--- src/rtl/inert_pkg.sv ---
// Shared definitions for the inertial-sensor SPI responder: register map,
// required setup values, snapshot layout and transaction states.
package inert_pkg;

  typedef enum logic {
    IDLE  = 1'b0,
    SHIFT = 1'b1
  } state_t;

  localparam logic [6:0] REG_CTRL   = 7'h0D;
  localparam logic [6:0] REG_CFG_G  = 7'h11;
  localparam logic [6:0] REG_CFG_XL = 7'h14;
  localparam logic [6:0] REG_PTCH_L = 7'h22;
  localparam logic [6:0] REG_PTCH_H = 7'h23;
  localparam logic [6:0] REG_ROLL_L = 7'h24;
  localparam logic [6:0] REG_ROLL_H = 7'h25;
  localparam logic [6:0] REG_YAW_L  = 7'h26;
  localparam logic [6:0] REG_YAW_H  = 7'h27;
  localparam logic [6:0] REG_AX_L   = 7'h28;
  localparam logic [6:0] REG_AX_H   = 7'h29;
  localparam logic [6:0] REG_AY_L   = 7'h2A;
  localparam logic [6:0] REG_AY_H   = 7'h2B;

  localparam logic [7:0] SETUP_CTRL   = 8'h02;
  localparam logic [7:0] SETUP_CFG_G  = 8'h60;
  localparam logic [7:0] SETUP_CFG_XL = 8'h40;

  typedef struct packed {
    logic [15:0] ptch;
    logic [15:0] roll;
    logic [15:0] yaw;
    logic [15:0] ax;
    logic [15:0] ay;
  } snap_t;

endpackage

--- src/rtl/spi_sync_edge.sv ---
// Two-flop synchronizers for the SPI pins plus a third stage on SS_n and SCLK
// for edge detection against the synchronized copies.
module spi_sync_edge (
  input  logic clk,
  input  logic rst_n,
  input  logic ss_n,
  input  logic sclk,
  input  logic mosi,
  output logic ss_fall,
  output logic ss_rise,
  output logic sclk_rise,
  output logic mosi_s
);

  logic [2:0] ss_q;
  logic [2:0] sclk_q;
  logic [1:0] mosi_q;

  always_ff @(posedge clk or negedge rst_n) begin
    if (!rst_n) begin
      ss_q   <= '1;
      sclk_q <= '0;
      mosi_q <= '0;
    end else begin
      ss_q   <= {ss_q[1:0], ss_n};
      sclk_q <= {sclk_q[1:0], sclk};
      mosi_q <= {mosi_q[0], mosi};
    end
  end

  // MOSI and SCLK see the same synchronizer depth, so the data bit is aligned with its rise.
  assign ss_fall   =  ss_q[2] & ~ss_q[1];
  assign ss_rise   = ~ss_q[2] &  ss_q[1];
  assign sclk_rise =  sclk_q[1] & ~sclk_q[2];
  assign mosi_s    =  mosi_q[1];

endmodule

--- src/rtl/inert_sensor_serf.sv ---
// SPI-mode-0 inertial sensor responder: three config registers, a periodic
// measurement snapshot of five live inputs, and a level INT cleared by reading 0x27.
module inert_sensor_serf
  import inert_pkg::*;
#(
  parameter int unsigned INT_PERIOD = 4096
) (
  input  logic               clk,
  input  logic               rst_n,
  input  logic               SS_n,
  input  logic               SCLK,
  input  logic               MOSI,
  output logic               MISO,
  output logic               INT,
  input  logic signed [15:0] ptch_rt,
  input  logic signed [15:0] roll_rt,
  input  logic signed [15:0] yaw_rt,
  input  logic signed [15:0] ax,
  input  logic signed [15:0] ay,
  output logic               setup_done
);

  localparam int unsigned TW = (INT_PERIOD > 1) ? $clog2(INT_PERIOD) : 1;

  logic ss_fall, ss_rise, sclk_rise, mosi_s;

  spi_sync_edge u_sync (
    .clk       (clk),
    .rst_n     (rst_n),
    .ss_n      (SS_n),
    .sclk      (SCLK),
    .mosi      (MOSI),
    .ss_fall   (ss_fall),
    .ss_rise   (ss_rise),
    .sclk_rise (sclk_rise),
    .mosi_s    (mosi_s)
  );

  state_t        state;
  logic [4:0]    bit_cnt;
  logic [15:0]   shift_reg;
  logic [7:0]    cmd;
  logic [7:0]    reg_ctrl, reg_cfg_g, reg_cfg_xl;
  logic [TW-1:0] timer;
  logic          tc_q;
  snap_t         snap;

  logic [6:0] rd_addr;
  logic [7:0] rd_byte;
  logic       xfer_done, wr_en, int_clr, tc;

  // Address is complete only with the MOSI bit arriving on the 8th rise.
  assign rd_addr = {shift_reg[5:0], mosi_s};

  always_comb begin
    rd_byte = '0;
    unique case (rd_addr)
      REG_CTRL:   rd_byte = reg_ctrl;
      REG_CFG_G:  rd_byte = reg_cfg_g;
      REG_CFG_XL: rd_byte = reg_cfg_xl;
      REG_PTCH_L: rd_byte = snap.ptch[7:0];
      REG_PTCH_H: rd_byte = snap.ptch[15:8];
      REG_ROLL_L: rd_byte = snap.roll[7:0];
      REG_ROLL_H: rd_byte = snap.roll[15:8];
      REG_YAW_L:  rd_byte = snap.yaw[7:0];
      REG_YAW_H:  rd_byte = snap.yaw[15:8];
      REG_AX_L:   rd_byte = snap.ax[7:0];
      REG_AX_H:   rd_byte = snap.ax[15:8];
      REG_AY_L:   rd_byte = snap.ay[7:0];
      REG_AY_H:   rd_byte = snap.ay[15:8];
      default:    rd_byte = '0;
    endcase
  end

  assign xfer_done = (state == SHIFT) && ss_rise && (bit_cnt == 5'd16);
  assign wr_en     = xfer_done && !cmd[7];
  assign int_clr   = xfer_done && cmd[7] && (cmd[6:0] == REG_YAW_H);
  assign tc        = reg_ctrl[1] && (timer == TW'(INT_PERIOD - 1));

  always_ff @(posedge clk or negedge rst_n) begin
    if (!rst_n) begin
      state      <= IDLE;
      bit_cnt    <= '0;
      shift_reg  <= '0;
      cmd        <= '0;
      reg_ctrl   <= '0;
      reg_cfg_g  <= '0;
      reg_cfg_xl <= '0;
      timer      <= '0;
      tc_q       <= 1'b0;
      INT        <= 1'b0;
      snap       <= '0;
    end else begin
      if (!reg_ctrl[1])
        timer <= '0;
      else if (tc)
        timer <= '0;
      else
        timer <= timer + 1'b1;
      tc_q <= tc;

      // A completing 0x27 read beats a simultaneous terminal count.
      if (int_clr)
        INT <= 1'b0;
      else if (tc_q && !INT) begin
        INT  <= 1'b1;
        snap <= '{ptch: ptch_rt, roll: roll_rt, yaw: yaw_rt, ax: ax, ay: ay};
      end

      if (wr_en) begin
        unique case (cmd[6:0])
          REG_CTRL:   reg_ctrl   <= shift_reg[7:0];
          REG_CFG_G:  reg_cfg_g  <= shift_reg[7:0];
          REG_CFG_XL: reg_cfg_xl <= shift_reg[7:0];
          default:    ;
        endcase
      end

      unique case (state)
        IDLE: begin
          if (ss_fall) begin
            state     <= SHIFT;
            bit_cnt   <= '0;
            shift_reg <= '0;
          end
        end
        SHIFT: begin
          if (ss_rise) begin
            state <= IDLE;
          end else if (sclk_rise) begin
            if (bit_cnt != '1)
              bit_cnt <= bit_cnt + 5'd1;
            if (bit_cnt == 5'd7) begin
              cmd       <= {shift_reg[6:0], mosi_s};
              shift_reg <= {rd_byte, shift_reg[6:0], mosi_s};
            end else begin
              shift_reg <= {shift_reg[14:0], mosi_s};
            end
          end
        end
        default: state <= IDLE;
      endcase
    end
  end

  assign MISO       = shift_reg[15];
  assign setup_done = (reg_ctrl == SETUP_CTRL) && (reg_cfg_g == SETUP_CFG_G) &&
                      (reg_cfg_xl == SETUP_CFG_XL);

endmodule

--- config.mk ---
export PLATFORM = sky130hd
export DESIGN_NAME = inert_sensor_serf
export DESIGN_NICKNAME = d
export VERILOG_FILES = /design/src/rtl/inert_pkg.sv /design/src/rtl/spi_sync_edge.sv /design/src/rtl/inert_sensor_serf.sv
export SDC_FILE = /design/constraint.sdc
export NUM_CORES = 1
export LEC_CHECK = 0
export ABC_AREA = 1
export CAP_MARGIN = 20
export CORE_MARGIN = 1
export CORE_UTILIZATION = 30
export CTS_BUF_LIST = sky130_fd_sc_hd__clkbuf_8
export CTS_CLUSTER_SIZE = 30
export DETAILED_ROUTE_END_ITERATION = 12
export DONT_BUFFER_PORTS = 1
export GPL_TIMING_DRIVEN = 0
export HOLD_SLACK_MARGIN = 0.06
export MAX_ROUTING_LAYER = met4
export PLACE_DENSITY = 0.44
export SYNTH_ARGS = -nofsm -noshare
export SYNTH_HDL_FRONTEND = slang
export SYNTH_SLANG_ARGS = --single-unit
--- constraint.sdc ---
create_clock -name clk -period 3.5 [get_ports clk]
set_clock_uncertainty 0.05 [all_clocks]
set_input_delay 0.7 -clock clk [delete_from_list [all_inputs] [get_ports clk]]
set_output_delay 0.7 -clock clk [all_outputs]
set_load 0.01 [all_outputs]
---- After elaboration in Yosys (flattened, before gate mapping) ----
Cells that the tools add are included.
operators by class
  equal/unequal tests ..................... 28
  reduce and logical (&&, ||, !) cells .... 19
  div/mod/pow operators ................... 0
  add/subtract/negate cells ............... 2
  multiplexer cells ....................... 18
  shifts and indexed selects .............. 0
  bitwise logic cells ..................... 9
  $lt $le $gt $ge ......................... 0
  multiply operators ...................... 0
operators with widths
  kind                   count
  $pmux 8 s13            1
  $eq 7x6->1 const B     11
  $mux 16                4
  $pmux 16 s2            1
  $eq 7x5->1 const B     4
  $mux 12                2
  $mux 5                 4
  $eq 8x7->1 const B     2
  $eq 7x4->1 const B     2
  $add 12x1->12 const B  1
  $eq 12x12->1 const B   1
  $pmux 5 s2             1
  $logic_and 1x1->1      9
  $eq 8x2->1 const B     1
  $reduce_and 2->1       4
  $reduce_and 4->1       2
  $ne 2x2->1 const B     3
  $not 1->1              6
  $add 5x1->5 const B    1
  $eq 5x3->1 const B     1
  $eq 5x5->1 const B     1
  $ne 5x5->1 const B     1
  $mux 1                 4
  $and 1x1->1            3
  other kinds (5)        6
storage, ports and cells
  output and inout port bits .............. 3
  register bits after elaboration ......... 156
  memories ................................ 0
  memory bits (writable) .................. 0
  memory bits (read-only) ................. 0
  bits in latches ......................... 0
  input port bits ......................... 85
  logic and storage cells ................. 94

---- Logic depth before layout (Yosys ltp) ----
  word-level depth ........................ 8
  mapped depth ............................ 12
  mapped depth without buffers ............ 12

---- Hierarchy ----
A second synthesis with hierarchy kept.
unflattened totals
  cell total of the unflattened synthesis .. 891
  area, all modules ....................... 7310.8 µm²
by module, submodules not included
  module             instances  cells an instance  area an instance (µm²)  seq. area each (µm²)
  inert_sensor_serf  1          877                7084.3                  3703.6
  spi_sync_edge      1          14                 226.5                   203.9

---- Least setup slack after synthesis ----
No wires, ideal clock.
  kind .................................... reg-to-reg
  start point ............................. register u_sync.ss_q[1]
  end point ............................... register snap[52] (netlist name)
  period minus slack after synthesis ...... 1.661 ns
  setup slack ............................. 1.839 ns
  path buffers ............................ 2
  arrival time ............................ 1.485 ns
  setup time .............................. 0.126 ns
  cell stages (with the launch flop) ...... 10
  data required time ...................... 3.324 ns
  cells stage by stage .................... dfstp_2 > inv_1 > nor2_2 > nand2_1 > nor2_1 > nand4_2 > nand3b_2 > buf_6 > buf_2 > o21ai_0
between the ends
  word-level cells in the longest chain between the ends .. 7
RTL lines
  what                               line                      RTL
  from (decl)                        spi_sync_edge.sv:15       logic [2:0] ss_q;
  from (signal assigned)             spi_sync_edge.sv:25       ss_q <= {ss_q[1:0], ss_n};
  $and 1x1->1                        spi_sync_edge.sv:33       assign ss_rise = ~ss_q[2] & ss_q[1];
  $logic_and 1x1->1 (2 in series)    inert_sensor_serf.sv:75   assign xfer_done = (state == SHIFT) && ss_rise && (bit_cnt == 5'd16);
  $logic_and 1x1->1 (2 in series)    inert_sensor_serf.sv:77   assign int_clr = xfer_done && cmd[7] && (cmd[6:0] == REG_YAW_H);
  $not 1->1 (no source line)         n/a
  $reduce_and 2->1 (no source line)  n/a
  to (signal assigned)               inert_sensor_serf.sv:107  snap <= '{ptch: ptch_rt, roll: roll_rt, yaw: yaw_rt, ax: ax, ay: ay};
  to (decl)                          inert_sensor_serf.sv:46   snap_t snap;
No other way between the ends.
A chain may end at the register's enable or synchronous reset.

---- Worst setup path in the final report ----
  start point ............................. register reg_cfg_xl[1]
  end point ............................... output port setup_done
between the ends
  word-level cells in the longest chain between the ends .. 2
RTL lines
  what                    line                      RTL
  from (decl)             inert_sensor_serf.sv:43   logic [7:0] reg_ctrl, reg_cfg_g, reg_cfg_xl;
  from (signal assigned)  inert_sensor_serf.sv:114  REG_CFG_XL: reg_cfg_xl <= shift_reg[7:0];
  $eq 8x7->1              inert_sensor_serf.sv:148  (reg_cfg_xl == SETUP_CFG_XL);
  $logic_and 1x1->1       inert_sensor_serf.sv:147  assign setup_done = (reg_ctrl == SETUP_CTRL) && (reg_cfg_g == SETUP_CFG_G) &&
  to (decl)               inert_sensor_serf.sv:20   output logic setup_done
No other way between the ends.

==> results by group <==
Placed design
  – Gpl congestion: about 0.84
  – Dpl hpwl: 14.8 mm
  – Cell count after placement: 1221
  – Place WS: 1.30 ns
  – I/O Buffers: 0
  – Placed cell areas: a little under 8000 µm²

Timing
  – Fin. max-slew vios: 0
  – Setup TNS: 0 ns
  – Period utilisation layout: around 70%
  – Hold WS: -0.128 ns
  – Shortest period the worst path allows: between 2 and 2.5 ns
  – Final WS setup: about 1.1 ns
  – Worst slew pin tran: 0.657 ns
  – Unrepaired setup endpoints after global routing: no
  – Final Hold Viols: ~150
  – Worst slew margin: 56.0%
  – Finish-stage setup viols: 0
  – Fmax achieved: between 400 and 500 MHz

Yosys
  – Post-Syn Area: 7300 µm²
  – Instance count of the mapped netlist: 902
  – Syn_area_per_cell: approximately 8 µm²
  – Yosys reg bits: 156
  – FFs w/ async S/R, synth: 100%
  – Syn Nets: around 990
  – Cell variety after synth: 34
  – Top_reg_cell synth: dfrtp_1
  – Post-synth EDFFs: 0
  – Number of warnings issued by yosys: 0
  – Sequential share of the synthesized area: 53.5%

CTS
  – CTS tree: built
  – Worst-path clk slew: ~0.10 ns
  – Post-CTS sizing: 0
  – Clk sinks: 156
  – CTS buffer count: 17
  – Root buffer cell: clkbuf_8
  – Clk Latency, worst-skew pair: 0.46 ns
  – Post-CTS Repair Setup Buffers: 0
  – Maximum clock insertion buffer count: 2
  – # H-tree levels: 4

Die
  – Die area: 25000 µm²
  – Die Wd: around 160 µm
  – Site Rows: 56
  – Core Area: between 20000 and 25000 µm²
  – Starting Density: 30.8%
  – Die span in y: 158 µm
  – Top-Level Pins: slightly below 90

Routing
  – Routed Antenna Nets: 0
  – Vias/cell: 4.67
  – Routed vias: 5856
  – Detailed-route DRC error count: 0
  – DRT iter0 DRCs: 341
  – Initial DRT Pass Iterations: 5
  – Final wirelength: 20.7 mm
  – WL per Instance: around 17 µm

Worst setup path
  – Startpoint types: flip-flop
  – Reg-to-Reg End: snap[13]$_DFFE_PN0P_
  – Critical Path AT: 1.65 ns
  – Worst Reg-to-Reg Cells: 8
  – Crit path max fanout: 3
  – Worst Setup End Kind: output port
  – Largest stage delay on the critical path: 0.41 ns
  – Worst EP required: 2.75 ns
  – Worst reg-to-reg setup slack: 1.36 ns
  – CP max stage cell: dfrtp_1
  – Reg2reg start: u_sync.ss_q[1]$_DFF_PN1_
  – CP Class: reg2out
  – Critical path cell sequence: nor4_1, nand4_1, nor2_1

Power
  – Logic gate share of total power: 4.3%
  – Leakage: 4.08 nW
  – Net Sw Frac: 25.9%
  – Clk pwr share: 43.3%
  – Maximum vdd drop: 213 µV
  – Power Dens Cells: around 430 nW/µm²
  – Sequential Power Share: about 52%
  – Psw: 0.000911 W
  – P_int: 0.00261 W

Global route
  – Number of global-route vias before repair: 5753
  – GRT overflow: 0
  – Initial antenna violation count: 0
  – Largest net degree at the start of global routing: about 160
  – First-pass GRT wire length: 32.4 mm
  – Total GRT Usage: 17.9%

Finish
  – Area grow syn2layout: 11.4%
  – Ant diodes: 0
  – Multi-input logic area: ~2700 µm²
  – Fillers: ~2.6k
  – Register area: 3910 µm²
  – Max FFs per register: 80
  – Fin nets: 1010
  – Non-filler cells, final: 1253
  – Layout cell share with drive strength beyond 1: 8.89%
  – Design area: a little over 8000 µm²

Run status
  – Status: complete, but fails checks
  – Failing checks: negative hold slack

Hold path
  – Worst hold path class: in2async

Flow run
  – Max_cap viols: 0
[cells in the mapped netlist, drive strengths merged (4+ instances only)]
library cell	instances	area [µm²]
nand2	244	923
dfrtp	153	3830
inv	120	450
o21ai	118	591
nand3	104	526
nor2	81	339
buf	20	169
a21oi	10	50.1
clkbuf	8	30.0
nor3	8	56.3
o22ai	8	50.1
nand4	6	43.8
nor4	6	37.5
ha	4	50.1
[cell families (layout without fill, tap and decap cells)]
logic type      count (synthesis)  count (layout)  synth area share, %
compound gates                138             138                 9.67
xor+xnor                        2               2                0.240
fa+ha+maj                       4               4                0.686
buf+inv                       148             180                 8.90
simple gates                  454             454                 27.0
flops                         156             156                 53.5
[worst max-delay path, delay by kind of cell (launching register included)]
| family | cells | cell delay (ns) |
|---|---|---|
| simple gates | 3 | 0.78 |
| flops | 1 | 0.41 |
[worst max path at each step]
stage          slack (ns)                 startpoint                    to  depth (start not counted)
3_3_place_gp         1.28   u_sync.ss_q[1]$_DFF_PN1_  snap[13]$_DFFE_PN0P_                          8
6_report             1.10  reg_cfg_xl[1]$_DFFE_PN0P_            setup_done                          3
5_1_grt              1.03  reg_cfg_xl[1]$_DFFE_PN0P_            setup_done                          3
3_5_place_dp         1.30   u_sync.ss_q[1]$_DFF_PN1_  snap[18]$_DFFE_PN0P_                          8
4_1_cts              1.06  reg_cfg_xl[1]$_DFFE_PN0P_            setup_done                          3
2_1_floorplan        1.84   u_sync.ss_q[1]$_DFF_PN1_  snap[52]$_DFFE_PN0P_                          9
[cells in the final DEF, fill, tap and decap left out, types with 3 or more instances in the layout]
cell type	count
a21oi_1	10
nand4_1	5
buf_6	9
bufinv_16	3
inv_2	8
nor3_1	6
dfrtp_1	153
clkbuf_8	18
nand2_2	3
nand3_1	103
nor2_2	11
ha_1	4
clkbuf_1	8
inv_6	6
nand2_1	241
o21ai_0	117
buf_2	9
nor3b_1	3
dfstp_2	3
o22ai_1	8
clkinvlp_4	3
nor4_1	6
inv_1	112
nor2_1	69
[routing by layer]
metal	GRT usage [%]	share of wire, %	vias to the layer above	routed length (µm)
met5	-	0	-	0
met4	4.17	1.2	0	244
met3	3.70	4.1	14	857
met2	27.7	47	131	9780
met1	24.1	47	2789	9820
li1	-	-	2922	-
[area by class of cell]
cell class	instances	share of cell area, %
plain buffers	28	2.45
clock buffers	18	3.05
clock inverters	14	2.23
inverters	120	5.54
multi-input cells	598	33.7
flip-flops and latches	156	48.1
well taps	319	4.91
[stage by stage]
stage | total power [W] | hold WS, ns | utilization, %
after floorplan | 0.00198 | 0.281 | -
after global placement | 0.00203 | 0.285 | 32.5
after detailed placement | 0.00203 | 0.285 | 32.5
after CTS | 0.00356 | -0.149 | 34.3
after global routing | 0.00367 | -0.169 | 34.3
final | 0.00352 | -0.128 | 34.3
[power by group through the flow]
stage / combinational (W) / clock (W) / sequential, W
final: 0.000151 / 0.00152 / 0.00185
after global routing: 0.000171 / 0.00164 / 0.00185
after detailed placement: 0.000152 / 0 / 0.00188
after floorplan: 0.000106 / 0 / 0.00188
after global placement: 0.000154 / 0 / 0.00188
after CTS: 0.000152 / 0.00156 / 0.00185
Power figures use the tool's default switching activity.
